<file path="src/rtl/simple_cpu_pkg.sv">
// Shared encodings for the Simple CPU memory subsystem: FSM states, access direction, port IDs.
package simple_cpu_pkg;

  typedef enum logic [1:0] {
    ST_IDLE   = 2'b00,
    ST_ACCESS = 2'b01,
    ST_RESP   = 2'b10
  } state_t;

  localparam logic RW_READ  = 1'b0;
  localparam logic RW_WRITE = 1'b1;

  localparam logic PORT_CPU  = 1'b0;
  localparam logic PORT_HOST = 1'b1;

endpackage

</file>
<file path="src/rtl/rr_pick2.sv">
// Combinational two-way picker: a lone request wins; on a tie either the host wins (prio)
// or the port that was not served last wins.
module rr_pick2
  import simple_cpu_pkg::*;
(
  input  logic [1:0] req_i,
  input  logic       last_i,
  input  logic       prio_i,
  output logic       grant_o
);

  always_comb begin
    grant_o = PORT_CPU;
    if (req_i[PORT_HOST] && !req_i[PORT_CPU]) begin
      grant_o = PORT_HOST;
    end else if (req_i[PORT_HOST] && req_i[PORT_CPU]) begin
      grant_o = prio_i ? PORT_HOST : ~last_i;
    end
  end

endmodule

</file>
<file path="src/rtl/mem_arbiter.sv">
// Shares one single-ported synchronous memory between the CPU and host ports.
// One access per three cycles: IDLE (arbitrate, latch) -> ACCESS (mem strobe) -> RESP (ack).
module mem_arbiter
  import simple_cpu_pkg::*;
#(
  parameter int AW        = 8,
  parameter int DW        = 8,
  parameter int HOST_PRIO = 0
) (
  input  logic          clk,
  input  logic          clr,
  input  logic          cpu_req,
  input  logic          cpu_rw,
  input  logic [AW-1:0] cpu_addr,
  input  logic [DW-1:0] cpu_wdata,
  output logic          cpu_ack,
  output logic [DW-1:0] cpu_rdata,
  input  logic          host_req,
  input  logic          host_rw,
  input  logic [AW-1:0] host_addr,
  input  logic [DW-1:0] host_wdata,
  output logic          host_ack,
  output logic [DW-1:0] host_rdata,
  output logic          mem_en,
  output logic          mem_rw,
  output logic [AW-1:0] mem_addr,
  output logic [DW-1:0] mem_wdata,
  input  logic [DW-1:0] mem_rdata
);

  localparam logic PRIO = (HOST_PRIO != 0);

  state_t        state_q, state_d;
  logic          sel_q, sel_d;
  logic          last_q, last_d;
  logic          lat_rw_q, lat_rw_d;
  logic [AW-1:0] lat_addr_q, lat_addr_d;
  logic [DW-1:0] lat_wdata_q, lat_wdata_d;
  logic [DW-1:0] cpu_rdata_q, cpu_rdata_d;
  logic [DW-1:0] host_rdata_q, host_rdata_d;
  logic          grant;
  logic          any_req;
  logic          take;

  assign any_req = cpu_req | host_req;
  assign take    = (state_q == ST_IDLE) && any_req;

  rr_pick2 u_pick (
    .req_i   ({host_req, cpu_req}),
    .last_i  (last_q),
    .prio_i  (PRIO),
    .grant_o (grant)
  );

  always_comb begin
    state_d      = ST_IDLE;
    sel_d        = sel_q;
    last_d       = last_q;
    lat_rw_d     = lat_rw_q;
    lat_addr_d   = lat_addr_q;
    lat_wdata_d  = lat_wdata_q;
    cpu_rdata_d  = cpu_rdata_q;
    host_rdata_d = host_rdata_q;

    case (state_q)
      ST_IDLE:   state_d = any_req ? ST_ACCESS : ST_IDLE;
      ST_ACCESS: state_d = ST_RESP;
      ST_RESP:   state_d = ST_IDLE;
      default:   state_d = ST_IDLE;
    endcase

    if (take) begin
      sel_d       = grant;
      last_d      = grant;
      lat_rw_d    = (grant == PORT_HOST) ? host_rw    : cpu_rw;
      lat_addr_d  = (grant == PORT_HOST) ? host_addr  : cpu_addr;
      lat_wdata_d = (grant == PORT_HOST) ? host_wdata : cpu_wdata;
    end

    // Memory read data is valid during RESP, one cycle after the strobe.
    if ((state_q == ST_RESP) && (lat_rw_q == RW_READ)) begin
      if (sel_q == PORT_CPU) begin
        cpu_rdata_d = mem_rdata;
      end else begin
        host_rdata_d = mem_rdata;
      end
    end
  end

  always_ff @(posedge clk) begin
    if (clr) begin
      state_q      <= ST_IDLE;
      sel_q        <= PORT_CPU;
      last_q       <= PORT_HOST;
      lat_rw_q     <= RW_READ;
      lat_addr_q   <= '0;
      lat_wdata_q  <= '0;
      cpu_rdata_q  <= '0;
      host_rdata_q <= '0;
    end else begin
      state_q      <= state_d;
      sel_q        <= sel_d;
      last_q       <= last_d;
      lat_rw_q     <= lat_rw_d;
      lat_addr_q   <= lat_addr_d;
      lat_wdata_q  <= lat_wdata_d;
      cpu_rdata_q  <= cpu_rdata_d;
      host_rdata_q <= host_rdata_d;
    end
  end

  assign mem_en    = (state_q == ST_ACCESS);
  assign mem_rw    = mem_en & lat_rw_q;
  assign mem_addr  = mem_en ? lat_addr_q  : '0;
  assign mem_wdata = mem_en ? lat_wdata_q : '0;

  assign cpu_ack    = (state_q == ST_RESP) && (sel_q == PORT_CPU);
  assign host_ack   = (state_q == ST_RESP) && (sel_q == PORT_HOST);
  assign cpu_rdata  = cpu_rdata_q;
  assign host_rdata = host_rdata_q;

endmodule
</file>
<file path="config.mk">
export PLATFORM = sky130hd
export DESIGN_NAME = mem_arbiter
export DESIGN_NICKNAME = d
export VERILOG_FILES = /design/src/rtl/simple_cpu_pkg.sv /design/src/rtl/rr_pick2.sv /design/src/rtl/mem_arbiter.sv
export SDC_FILE = /design/constraint.sdc
export NUM_CORES = 1
export LEC_CHECK = 0
export BUFFER_PORTS_ARGS = -buffer_cell sky130_fd_sc_hd__buf_4
export CORE_ASPECT_RATIO = 1.2
export CORE_MARGIN = 1
export CORE_UTILIZATION = 41
export CTS_BUF_LIST = sky130_fd_sc_hd__clkbuf_16
export CTS_CLUSTER_SIZE = 20
export DETAILED_ROUTE_END_ITERATION = 8
export MAX_ROUTING_LAYER = met4
export PLACE_DENSITY = 0.75
export SLEW_MARGIN = 5
export SYNTH_ARGS = -nofsm -noshare
export SYNTH_HDL_FRONTEND = slang
export SYNTH_SLANG_ARGS = --single-unit
</file>
<file path="constraint.sdc">
create_clock -name clk -period 1.18 [get_ports clk]
set_input_delay 0.118 -clock clk [delete_from_list [all_inputs] [get_ports clk]]
set_output_delay 0.118 -clock clk [all_outputs]
set_load 0.02 [all_outputs]
</file>
# After elaboration in Yosys (flattened, before gate mapping)
# Index checks and enable logic that the tools add are counted.
dict set report op_classes {
  n_bitwise 5
  n_mux 9
  n_reduce_logical 10
  n_eq_ne 2
}
# op count
set ops {}
lappend ops {{$mux 8} 4}
lappend ops {{$logic_and 1x1->1} 6}
lappend ops {{$mux 1} 4}
lappend ops {{$pmux 2 s2} 1}
lappend ops {{$reduce_and 2->1} 2}
lappend ops {{$not 1->1} 3}
lappend ops {{$eq 2x1->1 const B} 1}
lappend ops {{$eq 2x2->1 const B} 1}
lappend ops {{$logic_not 2->1} 1}
lappend ops {{$and 1x1->1} 1}
lappend ops {{$logic_not 1->1} 1}
lappend ops {{$or 1x1->1} 1}
dict set report word_totals {
  register_bits 37
  wordCells 34
  in_bits 46
}

# Depth between registers and ports, before layout
dict set report depth {
  depth_word 4
  depth_mapped 6
}

# Hierarchy
# From an unflattened synthesis, not the netlist that was laid out.
dict set report unflattened {
  cells_unflattened 181
  area_unflattened_um2 1692.9
}
# module cells_each instances seq_area_each_um2 area_each_um2
set modules_own_cells {}
lappend modules_own_cells {mem_arbiter 179 1 740.7 1681.6}
lappend modules_own_cells {rr_pick2 2 1 0.0 11.3}

# Least setup slack after synthesis
# Ideal clock, no wire load.
dict set report synth_timing {
  path_kind {reg2out}
  from {register state_q[0]}
  to {output mem_addr[2]}
  setup_slack_ns -0.316
  t_arrival_ns 1.378
  t_required_ns 1.062
  stages_incl_launch_ff 4
  path_cell_list {dfxtp_1 -> nor2b_1 -> clkbuf_1 -> and2_1}
}
dict set report synth_between {
  elab_chain_len 2
}
# item line
set synth_rtl {}
lappend synth_rtl {{start: declaration} mem_arbiter.sv:33} ;# state_t state_q, state_d;
lappend synth_rtl {{start signal: assignment} mem_arbiter.sv:101} ;# state_q <= state_d;
lappend synth_rtl {{$eq 2x1->1} mem_arbiter.sv:112} ;# assign mem_en = (state_q == ST_ACCESS);
lappend synth_rtl {{net mem_en} mem_arbiter.sv:24} ;# output logic mem_en,
lappend synth_rtl {{$mux 8} mem_arbiter.sv:114} ;# assign mem_addr = mem_en ? lat_addr_q : '0;
lappend synth_rtl {{end: declaration} mem_arbiter.sv:26} ;# output logic [AW-1:0] mem_addr,
# The timed path passes the listed nets, and every way through them passes these cells.

# Final worst setup path
dict set report layout_timing {
  from {register state_q[1]}
  to {output mem_wdata[3]}
}
dict set report layout_between {
  elab_chain_len 2
}
# item line
set layout_rtl {}
lappend layout_rtl {{$eq 2x1->1} mem_arbiter.sv:112}
lappend layout_rtl {{$mux 8} mem_arbiter.sv:115} ;# assign mem_wdata = mem_en ? lat_wdata_q : '0;
lappend layout_rtl {{end: declaration} mem_arbiter.sv:27} ;# output logic [DW-1:0] mem_wdata,
# Every way passes these cells.

==> metrics.cfg <==
[global_routing]
grt_start_max_net_pins=38
track_usage_pct=23.2
overflow=0
grt_pass1_wl_mm=7.53
grt_pass1_vias=1727
antenna_found_initial=0

[synth]
async_flop_share_pct=0
yosys_warnings=0
yosysSeqAreaShare_pct=42.7
synthesis.nets=243
synth.distinct_cells=25
syn_inst=197
syn_area_per_cell_um2=8.80
synth_area_um2=1730
synth-edff-count=0
synth_ff_type=dfxtp_1
ys_ff_latch=37

[detailed_routing]
viasPerCell=5.04
wire_per_inst_um=13.8
route.detailed.drc=0
dr.pass1.iters=4
drt_iter0_drc=70
antenna_left=0
num_vias=1784
totalWireLength_mm=4.90

[place]
port_buffers=81
routabilityCongestion=0.740
place_ws_ns=-0.160
dp_hpwl_mm=3.14
placed_cells=333

[hold_path]
hold_path.class=input pin to flip-flop

[cts]
cts_htree_levels=2
cts-root-buf=clkbuf_16
cts_tree=done
clock_latency_ns=0.27
cts.sinks=37
cts_made_buffers=5
clockBufferDepth=2
path_clk_slew_ns=0.05

[power]
p_per_area_nw_per_um2=1210
peakVddDrop_mv=1.07
p_leak_nw=1.30

[floorplan]
start_util_pct=43.3
die_h_um=73.2
ios=82
core_um2=4000
die-area_um2=4490
die_width_um=61.3
rows=25

[final_layout]
n_antenna_cell=0
drive_gt1_share_pct=55.0
layout_commonest_cell=buf_4
finalNonFillerCells=354
fillerInstances=302
fin_nets=345
most-common-layout-cells=buf_4 (78), nand2_1 (47), dfxtp_1 (32)
area_growth_pct=70.5

[sta]
fin_worst_skew_ns=0.00203
max_freq_mhz=732
drv_slew=0
fin_ws_ns=-0.186
hold_viol=0
max_slew_margin_pct=70.1
fin_setup_tns_ns=-6.78
rsz0062_at_grt=true
finalSetupViolCount=56
period_needed_ns=1.37
finalCritPeriodShare_pct=116
worstMarginPinSlew_ns=0.449

[worst_setup_path]
crit_path_end_kind=output port
start_kind=flip-flop
critical_path_required_ns=1.06
crit_fanout=6
cp_data_arrival_time_ns=1.25
path_class=flip-flop to output port

[run_status]
violations=setup timing
status=complete, but fails checks

[job]
maxCapViolCount=0

-- cell usage after synthesis, types with 2 or more instances --
cell	n	share of area, %
clkbuf_1	7	1.5
and2_1	17	6.1
nand2_1	52	11
nor2_1	9	1.9
buf_2	5	1.4
a311oi_2	8	6.9
mux2i_1	8	4.6
a21bo_2	2	1.2
dfxtp_1	37	43
a311oi_1	8	4.0
a21oi_1	26	7.5
buf_6	2	1.3
nor2b_1	4	1.4
-- sequential cells by signal, summed over array words and instances (netlist names) --
name and cells:
lat_rw_q 1, state_q 2, lat_wdata_q 8, host_rdata 8
cpu_rdata 8, last_q 1, lat_addr_q 8, sel_q 1
-- cell families (layout without fill, tap and decap cells) --
group | count (synthesis) | count (layout) | synth area share, %
AND/OR/NAND/NOR | 89 | 92 | 24.6
multiplexers | 8 | 8 | 4.62
AO/OA/AOI/OAI | 47 | 47 | 22.4
flip-flops | 37 | 37 | 42.7
buffers and inverters | 16 | 116 | 5.63
-- metal layers --
layer | vias up | track usage (%) | routed length, um
met2 | 61 | 40.8 | 2580
li1 | 889 | - | -
met4 | 0 | 8.15 | 40
met5 | - | - | 0
met1 | 832 | 24.4 | 1990
met3 | 2 | 6.38 | 280
-- final cells by class --
type | count | area [um2] | share of cell area [%]
multi-input combinational | 147 | 1020 | 34.5
timing repair buffer | 108 | 978 | 33.1
sequential | 37 | 749 | 25.4
clock buffer | 5 | 125 | 4.23
tap | 54 | 67.6 | 2.29
clock inverter | 3 | 13.8 | 0.466
-- power by group --
part | internal, mW | switching, mW
registers | 1.34 | 0.0564
logic | 0.515 | 0.413
clock network | 0.766 | 0.480
-- critical path, cell delays in order (launching register included) --
cell     delay, ns
dfxtp_4       0.36
nor2b_4       0.14
buf_12        0.12
buf_12        0.10
and2_4        0.14
buf_6         0.11
-- metrics by stage --
step / area, um2 / utilization [%] / total power [mW] / hold WS (ns)
global route: 2960 / 73.8 / 3.73 / 0.0944
CTS: 2910 / 72.7 / 3.56 / 0.0886
detailed placement: 2510 / 62.7 / 2.15 / 0.371
global placement: 2510 / 62.7 / 2.14 / 0.365
floorplan: 1780 / - / 1.85 / 0.254
finish: 2960 / 73.8 / 3.57 / 0.0860
-- path summary, 6_finish.rpt --
kind	startpoint	end	slack [ns]	cells after the start
worst max-delay path	state_q[1]$_SDFF_PP0_	mem_wdata[3]	-0.19	5
worst max register to register	state_q[0]$_SDFF_PP0_	cpu_rdata[0]$_SDFFE_PP0P_	-0.16	4
worst min register to register	cpu_rdata[7]$_SDFFE_PP0P_	cpu_rdata[7]$_SDFFE_PP0P_	0.47	2
worst min-delay path	mem_rdata[6]	host_rdata[6]$_SDFFE_PP0P_	0.09	3
-- repair_timing --
action	4_1_cts	5_1_grt
gates cloned	4	1
pin swaps	16	6
hold buffers	0	0
endpoints found under the setup margin	55	56
buffers inserted	7	2
resized for setup	53	11
Note: power is estimated with default switching activity, not from simulation.
